==> config.mk <==
export PLATFORM = sky130hd
export DESIGN_NAME = inst_fetch
export DESIGN_NICKNAME = d
export VERILOG_FILES = /design/src/rtl/inst_fetch_pkg.sv /design/src/rtl/inst_fetch.sv
export SDC_FILE = /design/constraint.sdc
export NUM_CORES = 1
export LEC_CHECK = 0
export ABC_AREA = 1
export BUFFER_PORTS_ARGS = -buffer_cell sky130_fd_sc_hd__buf_2
export CAP_MARGIN = 20
export CORE_UTILIZATION = 45
export CTS_BUF_LIST = sky130_fd_sc_hd__clkbuf_2
export CTS_CLUSTER_SIZE = 16
export DETAILED_ROUTE_END_ITERATION = 7
export MAX_ROUTING_LAYER = met4
export PLACE_DENSITY_LB_ADDON = 0.12
export SYNTH_ARGS = -nofsm -noshare
export SYNTH_HDL_FRONTEND = slang
export SYNTH_SLANG_ARGS = --single-unit
==> constraint.sdc <==
create_clock -name clk -period 3.3 [get_ports clk]
set_input_delay 0.165 -clock clk [delete_from_list [all_inputs] [get_ports clk]]
set_output_delay 0.165 -clock clk [all_outputs]
set_load 0.05 [all_outputs]
==> src/rtl/inst_fetch_pkg.sv <==
// Shared widths, constants and FSM encodings for the instruction fetch stage.
package inst_fetch_pkg;

    localparam int unsigned PC_W   = 64;
    localparam int unsigned INST_W = 32;

    localparam logic [PC_W-1:0]   RESET_ADDR = 64'h0000_0000_0000_0000;
    localparam logic [INST_W-1:0] NOP_INST   = 32'h0000_0013;  // addi x0, x0, 0

    typedef enum logic [2:0] {
        S_IDLE  = 3'd0,
        S_REQ   = 3'd1,
        S_WAIT  = 3'd2,
        S_HOLD  = 3'd3,
        S_DRAIN = 3'd4
    } fetch_state_e;

endpackage

==> src/rtl/inst_fetch.sv <==
// Instruction fetch stage: one outstanding memory read, one-entry holding
// register toward ID, flush/stall handling and misaligned-PC NOP injection.
module inst_fetch
    import inst_fetch_pkg::*;
(
    input  logic              clk,
    input  logic              rst,
    input  logic [PC_W-1:0]   pc_i,
    input  logic              flush_i,
    input  logic              stall_i,
    output logic              mem_req_valid_o,
    output logic [PC_W-1:0]   mem_req_addr_o,
    input  logic              mem_req_ready_i,
    input  logic              mem_resp_valid_i,
    input  logic [INST_W-1:0] mem_resp_data_i,
    output logic              inst_valid_o,
    output logic [INST_W-1:0] inst_o,
    output logic [PC_W-1:0]   inst_pc_o,
    output logic              inst_misalign_o,
    output logic              fetch_stall_req_o
);

    fetch_state_e      r_state;
    fetch_state_e      w_next_state;
    logic [PC_W-1:0]   r_addr;
    logic [INST_W-1:0] r_inst;
    logic [PC_W-1:0]   r_inst_pc;
    logic              r_inst_valid;
    logic              r_flush_pend;

    logic w_misaligned;
    logic w_handshake;
    logic w_latch_pc;
    logic w_load_resp;
    logic w_load_nop;
    logic w_flush_pend;

    assign w_misaligned = (r_addr[1:0] != 2'b00);
    assign w_handshake  = mem_req_valid_o && mem_req_ready_i;

    // NOTE: every signal gets a default before the case so no path leaves a
    // value unassigned, which would otherwise infer a latch.
    always_comb begin
        w_next_state = r_state;
        w_latch_pc   = 1'b0;
        w_load_resp  = 1'b0;
        w_load_nop   = 1'b0;
        w_flush_pend = r_flush_pend;
        case (r_state)
            S_IDLE: begin
                w_latch_pc   = 1'b1;
                w_next_state = S_REQ;
            end
            S_REQ: begin
                if (w_misaligned) begin
                    // No memory access: the NOP acts as an immediate response.
                    if (flush_i) begin
                        w_latch_pc = 1'b1;
                    end else begin
                        w_load_nop = 1'b1;
                        if (stall_i) w_next_state = S_HOLD;
                        else         w_latch_pc   = 1'b1;
                    end
                end else if (w_handshake) begin
                    w_flush_pend = 1'b0;
                    w_next_state = (flush_i || r_flush_pend) ? S_DRAIN : S_WAIT;
                end else if (flush_i) begin
                    // The request must still complete, so remember the flush.
                    w_flush_pend = 1'b1;
                end
            end
            S_WAIT: begin
                if (mem_resp_valid_i) begin
                    if (flush_i) begin
                        w_latch_pc   = 1'b1;
                        w_next_state = S_REQ;
                    end else begin
                        w_load_resp = 1'b1;
                        if (stall_i) begin
                            w_next_state = S_HOLD;
                        end else begin
                            w_latch_pc   = 1'b1;
                            w_next_state = S_REQ;
                        end
                    end
                end else if (flush_i) begin
                    w_next_state = S_DRAIN;
                end
            end
            S_HOLD: begin
                if (flush_i || !stall_i) begin
                    w_latch_pc   = 1'b1;
                    w_next_state = S_REQ;
                end
            end
            S_DRAIN: begin
                if (mem_resp_valid_i) begin
                    w_latch_pc   = 1'b1;
                    w_next_state = S_REQ;
                end
            end
            default: w_next_state = S_IDLE;
        endcase
    end

    // NOTE: state is updated with non-blocking assignments so every register
    // samples the pre-edge values regardless of statement order.
    always_ff @(posedge clk) begin
        if (rst) begin
            r_state      <= S_IDLE;
            r_addr       <= RESET_ADDR;
            r_inst       <= '0;
            r_inst_pc    <= '0;
            r_inst_valid <= 1'b0;
            r_flush_pend <= 1'b0;
        end else begin
            r_state      <= w_next_state;
            r_flush_pend <= w_flush_pend;
            if (w_latch_pc) r_addr <= pc_i;
            if (w_load_resp) begin
                r_inst    <= mem_resp_data_i;
                r_inst_pc <= r_addr;
            end else if (w_load_nop) begin
                r_inst    <= NOP_INST;
                r_inst_pc <= r_addr;
            end
            // A new instruction wins; otherwise flush or consumption by ID clears it.
            if (w_load_resp || w_load_nop)  r_inst_valid <= 1'b1;
            else if (flush_i || !stall_i)   r_inst_valid <= 1'b0;
        end
    end

    assign mem_req_valid_o   = (r_state == S_REQ) && !w_misaligned;
    assign mem_req_addr_o    = r_addr;
    assign inst_valid_o      = r_inst_valid;
    assign inst_o            = r_inst;
    assign inst_pc_o         = r_inst_pc;
    assign inst_misalign_o   = (r_inst_pc[1:0] != 2'b00);
    assign fetch_stall_req_o = (r_state == S_REQ) || (r_state == S_WAIT) ||
                               (r_state == S_DRAIN);

endmodule
### Word level (Yosys, flattened, before mapping)

Index checks and enable logic that the tools add are counted.

* add/sub/neg operators: 0
* multiply operators: 0
* divide/modulo/power cells: 0
* order comparisons: 0
* equality and inequality tests: 10
* shifts and indexed selects: 0
* mux-type cells: 32
* bitwise operators: 1
* reductions and logical operators: 17

Operators by type and width (number)
* 64-bit two-way mux: 2
* 32-bit two-way mux: 2
* 3-bit two-way mux: 9
* 1-bit two-way mux: 15
* 3-bit case mux with 5 select lines: 1
* 3-bit inequality test, second input constant: 4
* 2-bit nonzero test: 5
* 3-bit by 2-bit == test with 1-bit output, second input constant: 2
* 6-bit AND reduction: 1
* 1-bit logical OR: 5
* 1-bit case mux with 5 select lines: 1
* 2-bit two-way mux: 2
* 2-bit inequality test, second input constant: 2
* 3-bit by 1-bit == test with 1-bit output, second input constant: 1
* 3-bit == test, second input constant: 1
* 3-bit zero test: 1
* 3-bit AND reduction: 1
* 1-bit logical AND: 2
* 1-bit zero test: 2
* 1-bit NOT: 1

* bits in registers: 165
* bits in latches: 0
* RAM bits: 0
* memory bits (read-only): 0
* input bits: 102
* logic and storage cells: 66
* memories: 0

### Longest topological paths before layout

Gate-level depths: netlist (run 1).

* depth after elaboration: 7
* depth in mapped cells: 12
* mapped depth without buffers: 9

### Worst setup path before layout (run 1)

No wires, ideal clock.

* path type: reg-to-reg
* from: register r_addr[1] (netlist: mem_req_addr_o[1])
* to: register r_inst_pc[36] (netlist: inst_pc_o[36])
* library setup time: 0.116 ns
* data arrival time: 1.491 ns
* path slack: 1.692 ns
* stages on the path, launching flop included: 10
* period minus slack after synthesis: 1.608 ns
* cells stage by stage: dfxtp_1 -> inv_1 -> nand2_1 -> nand2_2 -> nand2_1 -> nand2_2 -> buf_6 -> buf_6 -> o21ai_0 -> nor2_1

* cells in the longest elaborated chain, start to end: 4

Ends and longest elaborated chain
* start, declared: line inst_fetch.sv:25 `logic [PC_W-1:0] r_addr;`
* start signal, assigned: line inst_fetch.sv:119 `if (w_latch_pc) r_addr <= pc_i;`
* 2-bit nonzero test: line inst_fetch.sv:38 `assign w_misaligned = (r_addr[1:0] != 2'b00);`
* 1-bit two-way mux: line inst_fetch.sv:55 `if (w_misaligned) begin`
* 1-bit two-way mux: line inst_fetch.sv:49 `case (r_state)`
* 2-bit nonzero test (no line)
* end signal, assigned: line inst_fetch.sv:122 `r_inst_pc <= r_addr;`
* end signal, assigned: line inst_fetch.sv:125 `r_inst_pc <= r_addr;`
* end, declared: line inst_fetch.sv:27 `logic [PC_W-1:0] r_inst_pc;`

Every way passes these cells.
A chain may end at the register's enable or synchronous reset.

### Worst setup path after layout (run 1)

* from: register r_state[0]
* to: register r_inst[2] (netlist: inst_o[2])

* cells in the longest elaborated chain, start to end: 3

Ends and longest elaborated chain
* start, declared: line inst_fetch.sv:23 `fetch_state_e r_state;`
* start signal, assigned: line inst_fetch.sv:117 `r_state <= w_next_state;`
* 3-bit by 2-bit == test with 1-bit output or 3-bit by 1-bit == test with 1-bit output (tied branches): line inst_fetch.sv:49
* 1-bit two-way mux: line inst_fetch.sv:49
* 32-bit two-way mux or 2-bit nonzero test (tied branches)
* end signal, assigned: line inst_fetch.sv:121 `r_inst <= mem_resp_data_i;`
* end, declared: line inst_fetch.sv:26 `logic [INST_W-1:0] r_inst;`

Parallel ways exist; a longest one is shown, timed or not.

==> reports/metrics.yaml, run 1 <==
worst_hold_path:
  hp-class: "input pin to flip-flop"
  hold_path_depth: 6
die:
  design.die.area_um2: 14800
  start_util_pct: 46.3
  die_y_um: 121
  core_um2: 13900
  rows: 43
  io_pins: 266
  die_x_um: 121
clock_tree:
  cts_max_level: 4
  cts_tree: "yes"
  clk_pin_slew_worst_paths_ps: 240
  cts_resized: 0
  clockRootBuffer: "clkbuf_2"
  clk_path_buf_depth: 2
  postCtsSetupBuffers: 0
  clock_latency_ps: 700
  clock_sinks: 165
  cts_made_buffers: 17
  hold_buffers: 150
place:
  io_buffer_count: 265
  place_congestion: 0.903
  dp_hpwl_um: 10800
timing:
  finalSetupViolCount: 0
  fmax_mhz: 336
  slew_headroom_pct: 48.7
  fin_crit_sh_pct: 90.2
  final.setup.tns_ps: 0
  hold_viol: 0
  drv_slew: 0
  fin_crit_ps: 2980
  finClkSkew_ps: 27.9
  hold_ws_ps: 273
  tightest_slew_ps: 769
  rsz0062_at_grt: "no"
grt:
  grt.total_usage_pct: 26.9
  grt_max_degree: 79
  antenna_found_initial: 1
  grt_pass1_wl_um: 30300
  met2_usage_pct: 45.8
  grt_use_met3_pct: 7.14
  grt_util_met1_pct: 29.5
  globalRoute.totalOverflow: 0
  grt_pass1_vias: 6523
  gr-max-usage-layer: "met2"
power:
  irDropWorstVdd_mv: 0.633
  leakagePower_nw: 5.01
  power.density_nw_per_um2: 943
detailed_routing:
  drt_iter0_markers: 514
  drc_errors: 0
  ant_nets: 0
  wl_per_cell_um: 13.0
  firstDrtPassIters: 5
  wl_um: 19200
  viasPerCell: 4.59
  vias: 6805
worst_setup_path:
  worst_ep_arrival_time_ps: 3650
  crit_type: "flip-flop to flip-flop"
  end_kind: "flip-flop"
  critPathMaxFanout: 18
  reg2regPathDepth: 7
  worstPathRequired_ps: 3970
  start_kind: "flip-flop"
run:
  cap_violations: 0
yosys:
  synth.distinct_cells: 21
  yosys_register_bits: 165
  ys_seq_area_share_pct: 51.4
  netlist_instances: 900
  avgSynthCellArea_um2: 7.13
  yosysWarningCount: 0
  syn_area_um2: 6420
  synth_nets: 1002
finish:
  layout.nets: 1392
  layout-drive-gt1-share_pct: 24.1
  area_growth_pct: 47.1
  n_fill_cell: 1191
  post-route-util_pct: 68.0
outcome:
  outcome: "completed"
==> cell families (layout without fill, tap and decap cells) <==
| kind of cell | after synthesis | in the layout | share of synthesized area [%] |
|---|---|---|---|
| AOI/OAI and AO/OA | 102 | 102 | 7.99 |
| and+or+nand+nor | 500 | 500 | 29.8 |
| DFF | 165 | 165 | 51.4 |
| buffers and inverters | 133 | 536 | 10.8 |
| other | 0 | 1 | 0 |
==> cell usage after synthesis (all sizes together) <==
| cell | number | area, um^2 |
|---|---|---|
| a21oi | 32 | 160 |
| buf | 34 | 319 |
| clkbuf | 18 | 67.6 |
| dfxtp | 165 | 3300 |
| inv | 81 | 304 |
| nand2 | 210 | 796 |
| nand3 | 6 | 40.0 |
| nand4 | 1 | 6.26 |
| nor2 | 282 | 1070 |
| o211ai | 1 | 7.51 |
| o21ai | 69 | 345 |
| or2 | 1 | 6.26 |
==> final cells by class <==
class / instances / area [um^2] / area share (%)
timing repair buffer: 423 / 2930 / 31.0
multi-input combinational: 602 / 2440 / 25.9
tap: 180 / 225 / 2.38
clock buffer: 22 / 110 / 1.17
sequential: 165 / 3300 / 35.0
antenna: 1 / 2.50 / 0.0265
clock inverter: 10 / 131 / 1.39
inverter: 81 / 305 / 3.23
==> flip-flops by register name, summed over array words and instances (netlist names) <==
name / count
inst_pc_o: 64
mem_req_addr_o: 64
inst_o: 32
r_state: 3
inst_valid_o: 1
r_flush_pend: 1
==> placed cells by master (no fill, tap or decap), types with 2 or more instances in the layout <==
cell type,n
clkbuf_2,22
clkinvlp_4,3
dfxtp_1,165
inv_1,79
nor2_1,280
o21ai_1,16
nand2_2,2
nand2_1,207
dlygate4sd3_1,150
bufinv_16,3
a21oi_1,32
buf_4,5
o21ai_0,53
buf_12,3
nand3_1,4
buf_2,265
clkinv_2,4
==> per-stage QoR <==
stage / instance area [um^2] / worst slack [ps] / total power [mW] / std cells
after detailed placement: 7700 / 1200 / 7.69 / 1301
after global routing: 9450 / 152 / 9.49 / 1484
after CTS: 9440 / 572 / 8.91 / 1483
final: 9450 / 322 / 8.90 / 1484
after floorplan: 6420 / 1690 / 6.89 / 900
after global placement: 7700 / 1250 / 7.64 / 1301
==> worst paths after layout <==
path	startpoint	endpoint	slack, ps
min reg2reg	inst_pc_o[44]	inst_pc_o[44]	500
max	r_state[0]	inst_o[2]	320
max reg2reg	r_state[0]	inst_o[2]	320
min	pc_i[12]	mem_req_addr_o[12]	270
==> layer usage <==
metal | share of wire (%) | wire length, um
met1 | 40 | 7710
met2 | 50 | 9670
met3 | 6.7 | 1290
met4 | 2.9 | 563
met5 | 0 | 0
==> worst max-delay path: stages (launching register included) <==
cell	delay [ps]
dfxtp_1	410
nor2_1	200
nand3_2	150
nor2_2	620
nand2_1	110
dlygate4sd3_1	620
a21oi_1	250
dlygate4sd3_1	600
==> where the power goes <==
group	total (mW)	internal, mW	switching (mW)	leakage [nW]
logic	4.80	1.16	3.63	3.51
clock network	1.11	0.430	0.683	0.148
registers	2.99	2.60	0.397	1.35
Power figures use the tool's default switching activity.
==> run 2: changes to the inputs <==
==> constraint.sdc (replaced) <==
create_clock -name clk -period 3.3 [get_ports clk]
set_input_delay 0.66 -clock clk [delete_from_list [all_inputs] [get_ports clk]]
set_output_delay 0.66 -clock clk [all_outputs]
set_load 0.05 [all_outputs]
==> run 2 against run 1 <==
  * Count of clock-buffer cells in the layout decreased by 2
  * Total power shrank 3.2%
  * Register-to-register slack better by 800 ps
  * Sequential share of layout area increased by 6.7 points
  * Utilization down 11 points
  * First-iteration DRC count down 26%
  * Combinational power is 4% lower
  * Worst setup slack improved by 400 ps
  * Sequential power barely moved
  * Wire length decreased by 19%
==> reports/metrics.yaml, run 2 (same netlist as run 1, synthesis figures left out) <==
timing:
  hold_viol: 0  # unchanged
  drv_slew: 0  # unchanged
  fin_crit_ps: 2570  # was 2980 ps
  worst_slack_ps: 727  # was 322 ps
  slew_headroom_pct: 53.2  # was 48.7%
  rsz0062_at_grt: "no"  # unchanged
  fin_crit_sh_pct: 78.0  # was 90.2%
  fmax_mhz: 389  # was 336 MHz
  tightest_slew_ps: 701  # was 769 ps
  final.setup.tns_ps: 0  # unchanged
  finClkSkew_ps: 26.5  # was 27.9 ps
  finalSetupViolCount: 0  # unchanged
power:
  pwr-share-clk_pct: 11.7  # was 12.5%
  p_int_mw: 4.00  # was 4.19 mW
  irDropWorstVdd_mv: 0.601  # was 0.633 mV
  power.density_nw_per_um2: 1090  # was 943 nW/um^2
  p_switching_mw: 4.62  # was 4.71 mW
  power_mw: 8.62  # was 8.90 mW
  switching_share_pct: 53.6  # was 52.9%
  p_comb_share_pct: 53.6  # was 53.9%
  p_seq_share_pct: 34.7  # was 33.6%
  leakagePower_nw: 4.34  # was 5.01 nW
worst_setup_path:
  cp_slowest_stage_delay_ps: 390  # was 620 ps
  reg2regPathDepth: 10  # was 7
  critPathMaxFanout: 5  # was 18
  end_kind: "primary output"  # was flip-flop
  critPathSlowestCell: "dfxtp_1"  # was nor2_2
  start_kind: "flip-flop"  # unchanged
  crit_type: "flip-flop to primary output"  # was flip-flop to flip-flop
  worstPathRequired_ps: 2640  # was 3970 ps
  crit_top_cell: "inv_1"  # was dlygate4sd3_1
  cp_cell_sequence: "inv_1, nand2_2, nor2_4, inv_1, o211ai_1, buf_2"  # was nor2_1, nand3_2, nor2_2, nand2_1, dlygate4sd3_1, a21oi_1, dlygate4sd3_1
  worst_ep_arrival_time_ps: 1910  # was 3650 ps
die:
  die_y_um: 121  # unchanged
  io_pins: 266  # unchanged
  core_um2: 13900  # unchanged
  design.die.area_um2: 14800  # unchanged
  die_x_um: 121  # unchanged
  start_util_pct: 46.3  # unchanged
  rows: 43  # unchanged
grt:
  grt_pass1_vias: 5118  # was 6,523
  grt.total_usage_pct: 21.6  # was 26.9%
  antenna_found_initial: 1  # unchanged
  grt_pass1_wl_um: 24200  # was 30,300 um
  grt_max_degree: 88  # was 79
  globalRoute.totalOverflow: 0  # unchanged
detailed_routing:
  drt_iter0_markers: 380  # was 514
  firstDrtPassIters: 4  # was 5
  wl_per_cell_um: 11.7  # was 13.0 um
  ant_nets: 0  # unchanged
  wl_um: 15600  # was 19,200 um
  viasPerCell: 4.46  # was 4.59
  vias: 5956  # was 6,805
  drc_errors: 0  # unchanged
clock_tree:
  clockRootBuffer: "clkbuf_2"  # unchanged
  clock_latency_ps: 700  # about the same
  cts_made_buffers: 17  # unchanged
  hold_buffers: 0  # was 150
  postCtsSetupBuffers: 0  # unchanged
  clk_path_buf_depth: 2  # unchanged
  clock_sinks: 165  # unchanged
  clk_pin_slew_worst_paths_ps: 210  # was 240 ps
  cts_tree: "yes"  # unchanged
  cts_resized: 0  # unchanged
  cts_max_level: 4  # unchanged
worst_hold_path:
  hp-class: "input pin to flip-flop"  # unchanged
  hold_path_depth: 3  # was 6
run:
  cap_violations: 0  # unchanged
place:
  pre_cts_ws_ps: 934  # was 1200 ps
  dp_hpwl_um: 10700  # was 10,800 um
  dp_cells: 1302  # was 1,301
  place_congestion: 0.830  # was 0.903
  io_buffer_count: 265  # unchanged
finish:
  area_growth_pct: 23.4  # was 47.1%
  n_fill_cell: 1471  # was 1,191
  instances_no_fill: 1335  # was 1,484
  final_common_cell: "nor2_1"  # unchanged
  layout-drive-gt1-share_pct: 27.1  # was 24.1%
  layout.nets: 1243  # was 1,392
  mostFrequentLayoutCells: "280 x nor2_1, 265 x buf_2, 207 x nand2_1"  # unchanged
outcome:
  outcome: "completed"  # unchanged
-- run 2: layout make-up --
| type | instances | area (um^2) | share of cell area [%] |
|---|---|---|---|
| Antenna cell | 1 | 2.50 | 0.0316 |
| Multi-Input combinational cell | 602 | 2440 | 30.8 |
| Tap cell | 180 | 225 | 2.84 |
| Clock inverter | 12 | 113 | 1.42 |
| Inverter | 81 | 305 | 3.85 |
| Clock buffer | 20 | 100 | 1.26 |
| Sequential cell | 165 | 3300 | 41.7 |
| Timing Repair Buffer | 274 | 1430 | 18.1 |
-- run 2: power groups by stage --
stage	Combinational [mW]	Clock, mW	Sequential [mW]
floorplan	1.88	0	5.01
global placement	4.62	0	3.04
detailed placement	4.65	0	3.04
CTS	4.66	1.05	2.99
global route	5.01	1.12	3.07
finish	4.62	1.01	2.99
-- run 2: per-layer routing --
metal / vias up / part of all wire, % / routed length (um) / global-route usage, %
met3: 14 / 7.0 / 1090 / 6.91
met4: 0 / 1.2 / 184 / 7.02
met5: - / 0 / 0 / -
met2: 188 / 46 / 7200 / 33.9
li1: 3190 / - / - / -
met1: 2564 / 46 / 7140 / 26.1
-- run 2: path summary, 6_finish.rpt --
check	from	end	slack (ps)
worst min-delay path	mem_resp_data_i[10]	inst_o[10]	170
worst max register to register	r_state[2]	inst_pc_o[35]	1120
worst min register to register	inst_o[13]	inst_o[13]	470
worst max-delay path	r_state[2]	fetch_stall_req_o	730
-- run 2: metrics by stage --
step           util, %  hold slack, ps  cell area [um^2]
6_report          57.1             174              7920
3_3_place_gp      55.5             445              7710
5_1_grt           57.1            90.4              7920
4_1_cts           57.1            82.8              7920
2_1_floorplan        -             430              6420
3_5_place_dp      55.5             449              7710
-- run 2: critical path, delay by kind of cell (launching register included) --
family          cells  cell delay, ps
compound gates      1              90
buf+inv             3             530
flops               1             390
simple gates        2             210
==> run 3: changes to the inputs <==
--- a/config.mk
+++ b/config.mk
@@ -5,7 +5,7 @@
 export SDC_FILE = /design/constraint.sdc
 export NUM_CORES = 1
 export LEC_CHECK = 0
-export ABC_AREA = 1
+export ABC_AREA = 0
 export BUFFER_PORTS_ARGS = -buffer_cell sky130_fd_sc_hd__buf_2
 export CAP_MARGIN = 20
 export CORE_UTILIZATION = 45
==> constraint.sdc (replaced) <==
create_clock -name clk -period 2.23 [get_ports clk]
set_input_delay 0.446 -clock clk [delete_from_list [all_inputs] [get_ports clk]]
set_output_delay 0.446 -clock clk [all_outputs]
set_load 0.05 [all_outputs]
==> run 3 against run 2 <==
  * Largest power group is now registers
  * Hold slack worse by 99 ps
  * Critical endpoint unchanged
  * Non-clock buffer count is 114 higher
  * Utilization is 9.1 points higher
  * Total power is 5.2% lower
  * Die area is 6.3% higher
  * Global-route usage is 4.7 points higher
  * Critical path type unchanged
  * Worst setup slack worse by 670 ps
  * The flow now finishes with violations (DRC)
  * First-iteration DRC count is 14% higher
  * Synthesized cell count is 15% lower
  * Sequential power is 15% higher
==> reports/metrics.yaml, run 3 <==
place:
  place_congestion: 0.761  # was 0.830
  placed_area_um2: 8370  # was 7710 um^2
  pre_cts_ws_ps: 349  # was 934 ps
  dp_hpwl_um: 12100  # was 10,700 um
  io_buffer_count: 265  # unchanged
timing:
  fmax_mhz: 460
  finalSetupViolCount: 0  # unchanged
  fin_crit_sh_pct: 97.5
  rsz0062_at_grt: "yes"  # was no
  slew_headroom_pct: 58.0  # was 53.2%
  hold_viol: 0  # unchanged
  finClkSkew_ps: 28.9  # was 26.5 ps
  tightest_slew_ps: 629  # was 701 ps
  worst_slack_ps: 56.3  # was 727 ps
  drv_slew: 0  # unchanged
  fin_crit_ps: 2170
grt:
  grt_pass1_vias: 6355  # was 5,118
  globalRoute.totalOverflow: 0  # unchanged
  grt.total_usage_pct: 26.3  # was 21.6%
  grt_max_degree: 102  # was 88
  grt_pass1_wl_um: 32100  # was 24,200 um
  antenna_found_initial: 0  # was 1
finish:
  layout-drive-gt1-share_pct: 30.4  # was 27.1%
  finalInstanceArea_um2: 9720  # was 7920 um^2
  area_growth_pct: 42.2  # was 23.4%
  layout.nets: 1204  # was 1,243
  antenna_cells: 0  # was 1
  mostFrequentLayoutCells: "262 x buf_2, 160 x dfxtp_1, 130 x nand2b_1"  # was 280 x nor2_1, 265 x buf_2, 207 x nand2_1
  final_common_cell: "buf_2"  # was nor2_1
worst_hold_path:
  hp-class: "input pin to flip-flop"  # unchanged
die:
  rows: 44  # was 43
  core_um2: 14700  # was 13,900 um^2
  start_util_pct: 46.5  # was 46.3%
  die_x_um: 125  # was 121 um
  io_pins: 266  # unchanged
  die_y_um: 125  # was 121 um
  design.die.area_um2: 15700  # was 14,800 um^2
run:
  cap_violations: 0  # unchanged
outcome:
  violations: "DRC"
  outcome: "finished, violations left"  # was completed
clock_tree:
  clock_sinks: 165  # unchanged
  cts_max_level: 4  # unchanged
  clk_path_buf_depth: 2  # unchanged
  clk_pin_slew_worst_paths_ps: 240  # was 210 ps
  cts_made_buffers: 17  # unchanged
  cts_tree: "yes"  # unchanged
  clock_latency_ps: 710  # was 700 ps
  clockRootBuffer: "clkbuf_2"  # unchanged
worst_setup_path:
  start_kind: "flip-flop"  # unchanged
  end_kind: "primary output"  # unchanged
  worstPathRequired_ps: 1780  # was 2640 ps
  reg2regPathDepth: 6  # was 10
  cp.depth: 4  # was 6
  cp_cell_sequence: "buf_12, nor2b_4, o31a_1, buf_6"  # was inv_1, nand2_2, nor2_4, inv_1, o211ai_1, buf_2
  cpLargestDelayFamily: "flip-flops"  # was buffers and inverters
  critPathSlowestCell: "dfxtp_4"  # was dfxtp_1
  r2r-start: "mem_req_addr_o[0]"  # was r_state[2]
  critPathCapture: "fetch_stall_req_o"  # unchanged
  crit_type: "flip-flop to primary output"  # unchanged
  crit_buf_inv: 2  # was 3
  r2r-end: "mem_req_addr_o[8]"  # was inst_pc_o[35]
  critPathMaxFanout: 5  # unchanged
  cp_slowest_stage_delay_ps: 410  # was 390 ps
  timing.reg2reg.setup_slack_ps: 390  # was 1120 ps
  worst_ep_arrival_time_ps: 1730  # was 1910 ps
  crit_start: "r_state[1]"  # was r_state[2]
yosys:
  ys.flop_type: "dfxtp_1"  # unchanged
  synth_top_area_share_pct: 48.3  # was 51.4%
  synth_async_sr_flop_share_pct: 0  # unchanged
  synth_top_area_cell: "dfxtp_1"  # unchanged
  yosys_register_bits: 165  # unchanged
  yosysWarningCount: 0  # unchanged
  netlist_instances: 766  # was 900
  yosysMostFrequentCell: "dfxtp_1"  # was nor2_1
  ys_seq_area_share_pct: 48.3  # was 51.4%
  syn_area_um2: 6830  # was 6420 um^2
  avgSynthCellArea_um2: 8.92  # was 7.13 um^2
  synth.distinct_cells: 37  # was 21
  synth_area_leaders: "dfxtp_1 48%, nand2b_1 12%, mux2i_1 9.5%"  # was dfxtp_1 51%, nor2_1 16%, nand2_1 12%
  synth-edff-count: 0  # unchanged
  netlist_top_cells_count: "165 x dfxtp_1, 131 x nand2b_1, 99 x a21oi_1, 85 x o21ai_0, 66 x nand3_1"  # was 281 x nor2_1, 207 x nand2_1, 165 x dfxtp_1, 79 x inv_1, 53 x o21ai_0
  synth_nets: 868  # was 1,002
detailed_routing:
  viasPerCell: 5.13  # was 4.46
  wl_per_cell_um: 15.5  # was 11.7 um
  vias: 6655  # was 5,956
  firstDrtPassIters: 7  # was 4
  wl_um: 20100  # was 15,600 um
  drc_errors: 22  # was 0
  drt_iter0_markers: 433  # was 380
  ant_nets: 0  # unchanged
power:
  power.density_nw_per_um2: 840  # was 1090 nW/um^2
  leakagePower_nw: 4.19  # was 4.34 nW
  irDropWorstVdd_mv: 0.417  # was 0.601 mV
## run 3: cell types whose count changed in the layout (fill, tap and decap cells not counted), sizes merged, moves of 27 or more
cell	delta
inv	-77
nand2b	+131
nand2	-178
nor2	-273
o21ai	+27
dlygate4sd3	+98
nand3	+60
a21oi	+68
mux2i	+65
## run 3: per-layer routing
layer	vias up	GRT usage [%]	part of all wire, %
li1	3300	-	-
met1	3109	32.9	44
met2	220	42.8	48
met3	26	5.26	5.7
met4	0	7.60	1.5
met5	-	-	0
## run 3: worst register-to-register path, stage by stage (launching register included)
cell and delay (ps):
dfxtp_2 380, buf_4 140, nor2_1 350, a2111oi_4 150, nor2_4 170, buf_12 250, mux2i_1 320
## run 3: worst min-delay path by stage
stage	start	slack [ps]	to	depth (start not counted)
floorplan	r_flush_pend	490	r_flush_pend	2
global placement	inst_pc_o[61]	460	inst_pc_o[61]	2
detailed placement	inst_o[6]	460	inst_o[6]	2
CTS	flush_i	1	r_flush_pend	3
global route	mem_resp_valid_i	30	r_state[2]	3
finish	flush_i	80	r_flush_pend	3
## run 3: where the power goes
part | internal [mW] | leakage (nW) | switching [mW] | total, mW
clock | 0.629 | 0.144 | 1.06 | 1.69
combinational | 0.997 | 2.69 | 2.04 | 3.03
sequential | 3.24 | 1.35 | 0.208 | 3.45
## run 3: cell families after synthesis
kind of cell	synth area share, %
compound gates	16.3
buf+inv	5.07
flops	48.3
mux	9.52
simple gates	20.7
## run 3: layout make-up
type	instances	area [um^2]
inverter	2	7.51
fill	1294	4980
multi-input combinational	528	3240
clock inverter	12	156
tap	184	230
timing repair buffer	388	2670
sequential	165	3310
clock buffer	19	95.1
## run 3: repair_timing
| item | in CTS | in global routing |
|---|---|---|
| pin swaps | 2 | 0 |
| hold buffers | 98 | 0 |
| hold endpoints to repair | 98 | 0 |
| endpoints found under the setup margin | 2 | 2 |
| cloned | 0 | 0 |
| resized for setup | 16 | 1 |
| buffers inserted | 6 | 2 |
## run 3: through the flow
stage | hold slack [ps] | utilization, % | std cells | setup TNS (ps) | total power, mW
5_1_grt | 28.8 | 66.1 | 1298 | -149 | 8.57
2_1_floorplan | 491 | - | 766 | 0 | 5.56
3_5_place_dp | 464 | 56.9 | 1161 | 0 | 6.29
3_3_place_gp | 458 | 56.9 | 1161 | 0 | 6.29
6_report | 75.3 | 66.1 | 1298 | 0 | 8.17
4_1_cts | 1.04 | 66.0 | 1296 | -35.4 | 8.19
